File: config.mk
export PLATFORM = sky130hd
export DESIGN_NAME = clock_ctrl
export DESIGN_NICKNAME = d
export VERILOG_FILES = /design/src/rtl/clock_ctrl_pkg.sv /design/src/rtl/clock_ctrl_key_debounce.sv /design/src/rtl/clock_ctrl.sv
export SDC_FILE = /design/constraint.sdc
export NUM_CORES = 1
export LEC_CHECK = 0
export BUFFER_PORTS_ARGS = -buffer_cell sky130_fd_sc_hd__clkbuf_2
export CORE_ASPECT_RATIO = 1.75
export CORE_MARGIN = 2
export CORE_UTILIZATION = 44
export DETAILED_ROUTE_END_ITERATION = 12
export PLACE_DENSITY_LB_ADDON = 0.25
export SYNTH_ARGS = -nofsm -noshare
export SYNTH_HDL_FRONTEND = slang
export SYNTH_SLANG_ARGS = --single-unit
File: constraint.sdc
create_clock -name clk -period 7.05 [get_ports clk]
set_clock_uncertainty 0.15 [all_clocks]
set_input_delay 0.3525 -clock clk [delete_from_list [all_inputs] [get_ports clk]]
set_output_delay 0.3525 -clock clk [all_outputs]
set_load 0.02 [all_outputs]
File: src/rtl/clock_ctrl_pkg.sv
// Shared types and defaults for the time-of-day key controller.
// Holds the state encodings, key indices, default timings and counter helpers.
package clock_ctrl_pkg;

    typedef enum logic [1:0] {
        ST_RUN      = 2'd0,
        ST_SET_MIN  = 2'd1,
        ST_SET_HOUR = 2'd2
    } state_e;

    localparam int KEY_SET  = 0;
    localparam int KEY_UP   = 1;
    localparam int KEY_VIEW = 2;
    localparam int KEY_FMT  = 3;
    localparam int NUM_KEYS = 4;

    localparam int DEB_CYCLES_DEF    = 20;
    localparam int REPEAT_DELAY_DEF  = 500;
    localparam int REPEAT_PERIOD_DEF = 100;
    localparam int TIMEOUT_DEF       = 5000;
    localparam int BLINK_HALF_DEF    = 250;

    // Bits needed by a down-counter that is loaded with n-1.
    function automatic int cnt_width(input int n);
        return (n > 1) ? $clog2(n) : 1;
    endfunction

    function automatic state_e next_set_state(input state_e s);
        case (s)
            ST_RUN:     return ST_SET_MIN;
            ST_SET_MIN: return ST_SET_HOUR;
            default:    return ST_RUN;
        endcase
    endfunction

endpackage

File: src/rtl/clock_ctrl_key_debounce.sv
// One key lane: two-flop synchronizer, debounce down-counter and press-event register.
// The level flips only after DEB_CYCLES consecutive disagreeing samples.
module key_debounce
    import clock_ctrl_pkg::*;
#(
    parameter int DEB_CYCLES = DEB_CYCLES_DEF
) (
    input  logic clk_i,
    input  logic clr_ni,
    input  logic key_i,
    output logic level_o,
    output logic press_o
);

    localparam int            DW       = cnt_width(DEB_CYCLES);
    localparam logic [DW-1:0] DEB_LOAD = DW'(DEB_CYCLES - 1);

    logic [1:0]    sync_q;
    logic [DW-1:0] cnt_q, cnt_d;
    logic          lvl_q, lvl_d;
    logic          lvl_dly_q;
    logic          press_q;

    always_comb begin
        cnt_d = DEB_LOAD;
        lvl_d = lvl_q;
        if (sync_q[1] != lvl_q) begin
            if (cnt_q == '0) begin
                lvl_d = ~lvl_q;
            end else begin
                cnt_d = cnt_q - DW'(1);
            end
        end
    end

    always_ff @(posedge clk_i or negedge clr_ni) begin
        if (!clr_ni) begin
            sync_q    <= '0;
            cnt_q     <= DEB_LOAD;
            lvl_q     <= 1'b0;
            lvl_dly_q <= 1'b0;
            press_q   <= 1'b0;
        end else begin
            sync_q    <= {sync_q[0], key_i};
            cnt_q     <= cnt_d;
            lvl_q     <= lvl_d;
            lvl_dly_q <= lvl_q;
            press_q   <= lvl_q & ~lvl_dly_q;
        end
    end

    assign level_o = lvl_q;
    assign press_o = press_q;

endmodule

File: src/rtl/clock_ctrl.sv
// Key-driven sequencer for the BCD time-of-day core: RUN / SET_MIN / SET_HOUR,
// manual increment pulses with auto-repeat, inactivity timeout and field blink.
module clock_ctrl
    import clock_ctrl_pkg::*;
#(
    parameter int DEB_CYCLES    = DEB_CYCLES_DEF,
    parameter int REPEAT_DELAY  = REPEAT_DELAY_DEF,
    parameter int REPEAT_PERIOD = REPEAT_PERIOD_DEF,
    parameter int TIMEOUT       = TIMEOUT_DEF,
    parameter int BLINK_HALF    = BLINK_HALF_DEF
) (
    input  logic       clk,
    input  logic       clr_n,
    input  logic       key_set,
    input  logic       key_up,
    input  logic       key_view,
    input  logic       key_fmt,
    output logic       enable,
    output logic       mode,
    output logic       madd,
    output logic       madd_sig,
    output logic       hadd,
    output logic       hadd_sig,
    output logic       hourMode,
    output logic       blink,
    output logic [1:0] state
);

    localparam int RPT_MAX = (REPEAT_DELAY > REPEAT_PERIOD) ? REPEAT_DELAY : REPEAT_PERIOD;
    localparam int RW      = cnt_width(RPT_MAX);
    localparam int TW      = cnt_width(TIMEOUT);
    localparam int BW      = cnt_width(BLINK_HALF);

    localparam logic [RW-1:0] RD_LOAD = RW'(REPEAT_DELAY - 1);
    localparam logic [RW-1:0] RP_LOAD = RW'(REPEAT_PERIOD - 1);
    localparam logic [TW-1:0] TO_LOAD = TW'(TIMEOUT - 1);
    localparam logic [BW-1:0] BL_LOAD = BW'(BLINK_HALF - 1);

    logic [NUM_KEYS-1:0] key_raw, key_lvl, key_prs;
    logic                p_set, p_up, p_view, p_fmt, any_press, up_lvl;
    logic                unused_lvl;

    assign key_raw = {key_fmt, key_view, key_up, key_set};

    for (genvar k = 0; k < NUM_KEYS; k++) begin : g_key
        key_debounce #(.DEB_CYCLES(DEB_CYCLES)) u_deb (
            .clk_i   (clk),
            .clr_ni  (clr_n),
            .key_i   (key_raw[k]),
            .level_o (key_lvl[k]),
            .press_o (key_prs[k])
        );
    end

    assign p_set      = key_prs[KEY_SET];
    assign p_up       = key_prs[KEY_UP];
    assign p_view     = key_prs[KEY_VIEW];
    assign p_fmt      = key_prs[KEY_FMT];
    assign any_press  = |key_prs;
    assign up_lvl     = key_lvl[KEY_UP];
    assign unused_lvl = key_lvl[KEY_SET] ^ key_lvl[KEY_VIEW] ^ key_lvl[KEY_FMT];

    state_e        state_q, state_d, pend_tgt_q, pend_tgt_d, tr_tgt;
    logic          pend_vld_q, pend_vld_d, state_chg_q, tr_req;
    logic          in_set, pulse_hi, to_hit, rpt_tick, up_req;
    logic [TW-1:0] to_cnt_q, to_cnt_d;
    logic [RW-1:0] rpt_cnt_q, rpt_cnt_d;
    logic          rpt_act_q, rpt_act_d;
    logic [BW-1:0] blink_cnt_q, blink_cnt_d;
    logic          enable_q, enable_d, mode_q, mode_d, mode_save_q, mode_save_d;
    logic          madd_q, madd_d, hadd_q, hadd_d;
    logic          madd_sig_q, madd_sig_d, hadd_sig_q, hadd_sig_d;
    logic          hour_q, hour_d, blink_q, blink_d;

    assign in_set   = (state_q != ST_RUN);
    assign pulse_hi = madd_q | hadd_q;
    assign to_hit   = (to_cnt_q == '0);
    assign rpt_tick = rpt_act_q && (rpt_cnt_q == '0) && up_lvl;

    always_ff @(posedge clk or negedge clr_n) begin
        if (!clr_n) begin
            state_q     <= ST_RUN;
            pend_vld_q  <= 1'b0;
            pend_tgt_q  <= ST_RUN;
            state_chg_q <= 1'b0;
        end else begin
            state_q     <= state_d;
            pend_vld_q  <= pend_vld_d;
            pend_tgt_q  <= pend_tgt_d;
            state_chg_q <= (state_d != state_q);
        end
    end

    // A transition requested while an increment pulse is high waits one cycle,
    // so the pulse never sits next to a select change.
    always_comb begin
        state_d    = state_q;
        pend_vld_d = 1'b0;
        pend_tgt_d = pend_tgt_q;
        tr_req     = 1'b0;
        tr_tgt     = state_q;
        if (pend_vld_q) begin
            tr_req = 1'b1;
            tr_tgt = pend_tgt_q;
        end else if (p_set) begin
            tr_req = 1'b1;
            tr_tgt = next_set_state(state_q);
        end else if (in_set && to_hit) begin
            tr_req = 1'b1;
            tr_tgt = ST_RUN;
        end
        if (tr_req) begin
            if (pulse_hi) begin
                pend_vld_d = 1'b1;
                pend_tgt_d = tr_tgt;
            end else begin
                state_d = tr_tgt;
            end
        end
    end

    assign up_req = in_set && (p_up || rpt_tick) && !tr_req && !pulse_hi && !state_chg_q;

    always_comb begin
        enable_d    = (state_d == ST_RUN);
        madd_sig_d  = (state_d == ST_SET_MIN);
        hadd_sig_d  = (state_d == ST_SET_HOUR);
        madd_d      = up_req && (state_q == ST_SET_MIN);
        hadd_d      = up_req && (state_q == ST_SET_HOUR);
        hour_d      = hour_q ^ p_fmt;
        mode_d      = mode_q;
        mode_save_d = mode_save_q;
        if (state_d != ST_RUN) begin
            mode_d = 1'b1;
            if (!in_set) begin
                mode_save_d = mode_q ^ p_view;
            end
        end else if (in_set) begin
            mode_d = mode_save_q;
        end else if (p_view) begin
            mode_d = ~mode_q;
        end
        blink_d     = blink_q;
        blink_cnt_d = blink_cnt_q;
        if (state_q == ST_RUN || state_d == ST_RUN) begin
            blink_d     = 1'b0;
            blink_cnt_d = BL_LOAD;
        end else if (blink_cnt_q == '0) begin
            blink_d     = ~blink_q;
            blink_cnt_d = BL_LOAD;
        end else begin
            blink_cnt_d = blink_cnt_q - BW'(1);
        end
    end

    always_comb begin
        to_cnt_d = to_cnt_q;
        if (!in_set || any_press) begin
            to_cnt_d = TO_LOAD;
        end else if (!to_hit) begin
            to_cnt_d = to_cnt_q - TW'(1);
        end
        rpt_act_d = rpt_act_q;
        rpt_cnt_d = rpt_cnt_q;
        if (!in_set || !up_lvl || (state_d != state_q)) begin
            rpt_act_d = 1'b0;
        end else if (up_req && p_up) begin
            rpt_act_d = 1'b1;
            rpt_cnt_d = RD_LOAD;
        end else if (rpt_tick) begin
            rpt_cnt_d = RP_LOAD;
        end else if (rpt_act_q && (rpt_cnt_q != '0)) begin
            rpt_cnt_d = rpt_cnt_q - RW'(1);
        end
    end

    always_ff @(posedge clk or negedge clr_n) begin
        if (!clr_n) begin
            to_cnt_q    <= TO_LOAD;
            rpt_cnt_q   <= RD_LOAD;
            rpt_act_q   <= 1'b0;
            blink_cnt_q <= BL_LOAD;
            blink_q     <= 1'b0;
            enable_q    <= 1'b1;
            mode_q      <= 1'b1;
            mode_save_q <= 1'b1;
            madd_q      <= 1'b0;
            hadd_q      <= 1'b0;
            madd_sig_q  <= 1'b0;
            hadd_sig_q  <= 1'b0;
            hour_q      <= 1'b0;
        end else begin
            to_cnt_q    <= to_cnt_d;
            rpt_cnt_q   <= rpt_cnt_d;
            rpt_act_q   <= rpt_act_d;
            blink_cnt_q <= blink_cnt_d;
            blink_q     <= blink_d;
            enable_q    <= enable_d;
            mode_q      <= mode_d;
            mode_save_q <= mode_save_d;
            madd_q      <= madd_d;
            hadd_q      <= hadd_d;
            madd_sig_q  <= madd_sig_d;
            hadd_sig_q  <= hadd_sig_d;
            hour_q      <= hour_d;
        end
    end

    assign enable   = enable_q;
    assign mode     = mode_q;
    assign madd     = madd_q;
    assign hadd     = hadd_q;
    assign madd_sig = madd_sig_q;
    assign hadd_sig = hadd_sig_q;
    assign hourMode = hour_q;
    assign blink    = blink_q;
    assign state    = state_q;

endmodule

==> impl_metrics.json <==
{
  "diodes": 0,
  "ys.flop_type": "dfrtp_1",
  "netlist_instances": 372,
  "p_leak_nw": 1.918,
  "r2r_cells": 8,
  "clk_latency_ns": 0.33,
  "fin_tns_setup_ns": 0,
  "whs_path_depth": 0,
  "place_ws_ns": 4.487,
  "antenna_found_initial": 0,
  "fillCellCount": 808,
  "clkTransAtPathRegs_ns": 0.06,
  "start_util": 0.4473,
  "layout-drive-gt1-share": 0.2214,
  "cts_inserted_buffers": 9,
  "wirelength_um": 7200,
  "row_count": 46,
  "cts.htree.levels": 3,
  "setup_slack_ns": 4.497,
  "seq_power_share": 0.424,
  "cts_setup_buffers": 0,
  "p_sw_mw": 0.6512,
  "r2r_start": "to_cnt_q[0]",
  "max_freq_mhz": 391.7,
  "ys_seq_elements": 86,
  "power_density_mw_per_mm2": 403.9,
  "synth-seq-area-share": 0.5467,
  "ff2ff_setup_slack_ns": 4.50,
  "outcome": "completed",
  "die_area_mm2": 0.009938,
  "clockBufferDepth": 2,
  "area.growth.synth_to_final_pct": 14.30,
  "synth_edf_count": 0,
  "hp-class": "flop to flop",
  "final_antenna_net_count": 0,
  "die_h_um": 130.4,
  "synth_nets": 388,
  "drcViolationCount": 0,
  "clock-sinks": 86,
  "multi_input_area_mm2": 0.001713,
  "core-area_mm2": 0.008979,
  "hold_viol": 0,
  "root_buffer": "clkbuf_16",
  "min_to": "g_key[2].u_deb.sync_q[1]",
  "num_vias": 2767,
  "worstSetupPathType": "flop to flop",
  "required_ns": 7.16,
  "portBuffers": 15,
  "yosysTopAreaCellShare": 0.3178,
  "p_comb_frac": 0.304,
  "ys_top_cells_by_area": "dfrtp_1, dfstp_2, xnor2_1, nor2_1, ha_1",
  "final_max_slew_viol_count": 0,
  "drtPass1Iterations": 4,
  "relSlewSlack": 0.5727,
  "endpoint_kind": "flop",
  "crit_arrival_ns": 2.66,
  "wl_per_cell_um": 13.79,
  "grt_max_degree": 52,
  "netlist_area_mm2": 0.004016,
  "dr.first_iter.drc_count": 127,
  "yosysWarnings": 0,
  "cp_max_fo": 8,
  "yosysTopAreaCell": "dfrtp_1",
  "cts_resized": 0,
  "worst_pin_slew_ns": 0.6351,
  "critPathLaunchType": "flop",
  "postCtsHoldBufs": 5,
  "synthTopCellsByCount": "dfrtp_1, nor2_1, dfstp_2",
  "synth_cell_types": 56,
  "pin_count": 16,
  "cts_tree": "done",
  "hp-start": "g_key[2].u_deb.sync_q[0]",
  "yosysMostFrequentCell": "dfrtp_1",
  "r2r_end": "blink_cnt_q[2]",
  "p_int_mw": 1.203,
  "die_x_um": 76.22,
  "finalSetupViolCount": 0,
  "avgSynthCellArea_um2": 10.80,
  "ir_drop_v": 0.0001570,
  "rsz0062_at_grt": "no",
  "routed_via_density": 5.301,
  "synthArstFlopShare": 1.000,
  "dp_hpwl_um": 5210,
  "grt_use_total": 0.1610,
  "grt_pass1_vias": 2910,
  "switching_share": 0.3512,
  "post_layout_nonfiller_instances": 522,
  "cap_viol_max_count": 0,
  "period_minus_slack_ns": 2.553,
  "dp_cells": 502,
  "gr-total-overflow": 0,
  "crit_start": "to_cnt_q[0]",
  "place_congestion": 0.8391,
  "fin_crit_sh": 0.3622,
  "nets": 414,
  "grt_pass1_wl_um": 12770,
  "p_clk_frac": 0.273,
  "seqCellArea_mm2": 0.002196
}
## stage by stage
stage	hold WS [ns]	power (mW)	cell area, um2	utilization
after global routing	0.2066	1.991	4591	0.5113
after global placement	0.1766	1.341	4218	0.4698
final	0.1969	1.854	4591	0.5113
after detailed placement	0.1836	1.356	4218	0.4698
after CTS	0.1988	1.876	4591	0.5113
after floorplan	-0.09309	1.208	4016	-
## placed cells by master (no fill, tap or decap), types with 12 or more instances in the layout
| cell | instances |
|---|---|
| clkbuf_2 | 14 |
| nor2_1 | 39 |
| nand3_1 | 17 |
| nor3_1 | 12 |
| a21oi_1 | 15 |
| inv_1 | 18 |
| dfrtp_1 | 51 |
| nand2_1 | 30 |
| o21ai_0 | 15 |
| dfstp_2 | 35 |
| xnor2_1 | 17 |
## area by class of cell
| type | count | share of cell area |
|---|---|---|
| Sequential cell | 86 | 0.4783 |
| Multi-Input combinational cell | 261 | 0.3731 |
| Timing Repair Buffer | 21 | 0.02944 |
| Tap cell | 120 | 0.03271 |
| Inverter | 19 | 0.01608 |
| Clock inverter | 5 | 0.01826 |
| Clock buffer | 10 | 0.05206 |
## worst max-delay path, stage by stage, from the launching register on
cell and delay [ns]:
dfstp_2 0.53, inv_1 0.08, ha_1 0.24, nor4b_4 0.15
a31oi_2 0.38, a21oi_1 0.24, a31oi_2 0.44, nand2_1 0.12
a21oi_1 0.14
## state kept, by name, summed over array words and instances (netlist names), 2 cells and up
register,flops
to_cnt_q,13
g_key.u_deb.press_o,4
g_key.u_deb.sync_q,8
state,2
rpt_cnt_q,9
g_key.u_deb.cnt_q,20
pend_tgt_q,2
blink_cnt_q,8
g_key.u_deb.lvl_dly_q,4
g_key.u_deb.level_o,4
## power groups by stage
stage	clock, mW	sequential, mW	combinational (mW)
after global placement	0	0.789	0.551
final	0.505	0.786	0.563
after floorplan	0	0.775	0.432
after CTS	0.520	0.786	0.570
after detailed placement	0	0.793	0.563
after global routing	0.543	0.806	0.642
## routing by layer
metal	global-route usage	vias to the layer above	routed length [um]
met5	0	-	0
met3	0.03434	16	207
met1	0.1716	1352	3011
met2	0.2863	44	3779
li1	-	1355	-
met4	0.1102	0	203
## how the worst max path moves through the flow
stage / end / cells past startpoint
final: blink_cnt_q[2] / 8
after global routing: blink_cnt_q[2] / 8
after CTS: blink_cnt_q[2] / 8
after detailed placement: rpt_cnt_q[3] / 8
after global placement: rpt_cnt_q[3] / 8
after floorplan: rpt_cnt_q[7] / 8
## kinds of logic after synthesis
group,share of synthesized area
buf+inv,0.02679
simple gates,0.2050
xor+xnor,0.05888
fa+ha+maj,0.03115
mux,0.01402
flops,0.5467
compound gates,0.1174
Note: power is estimated with default switching activity, not from simulation.
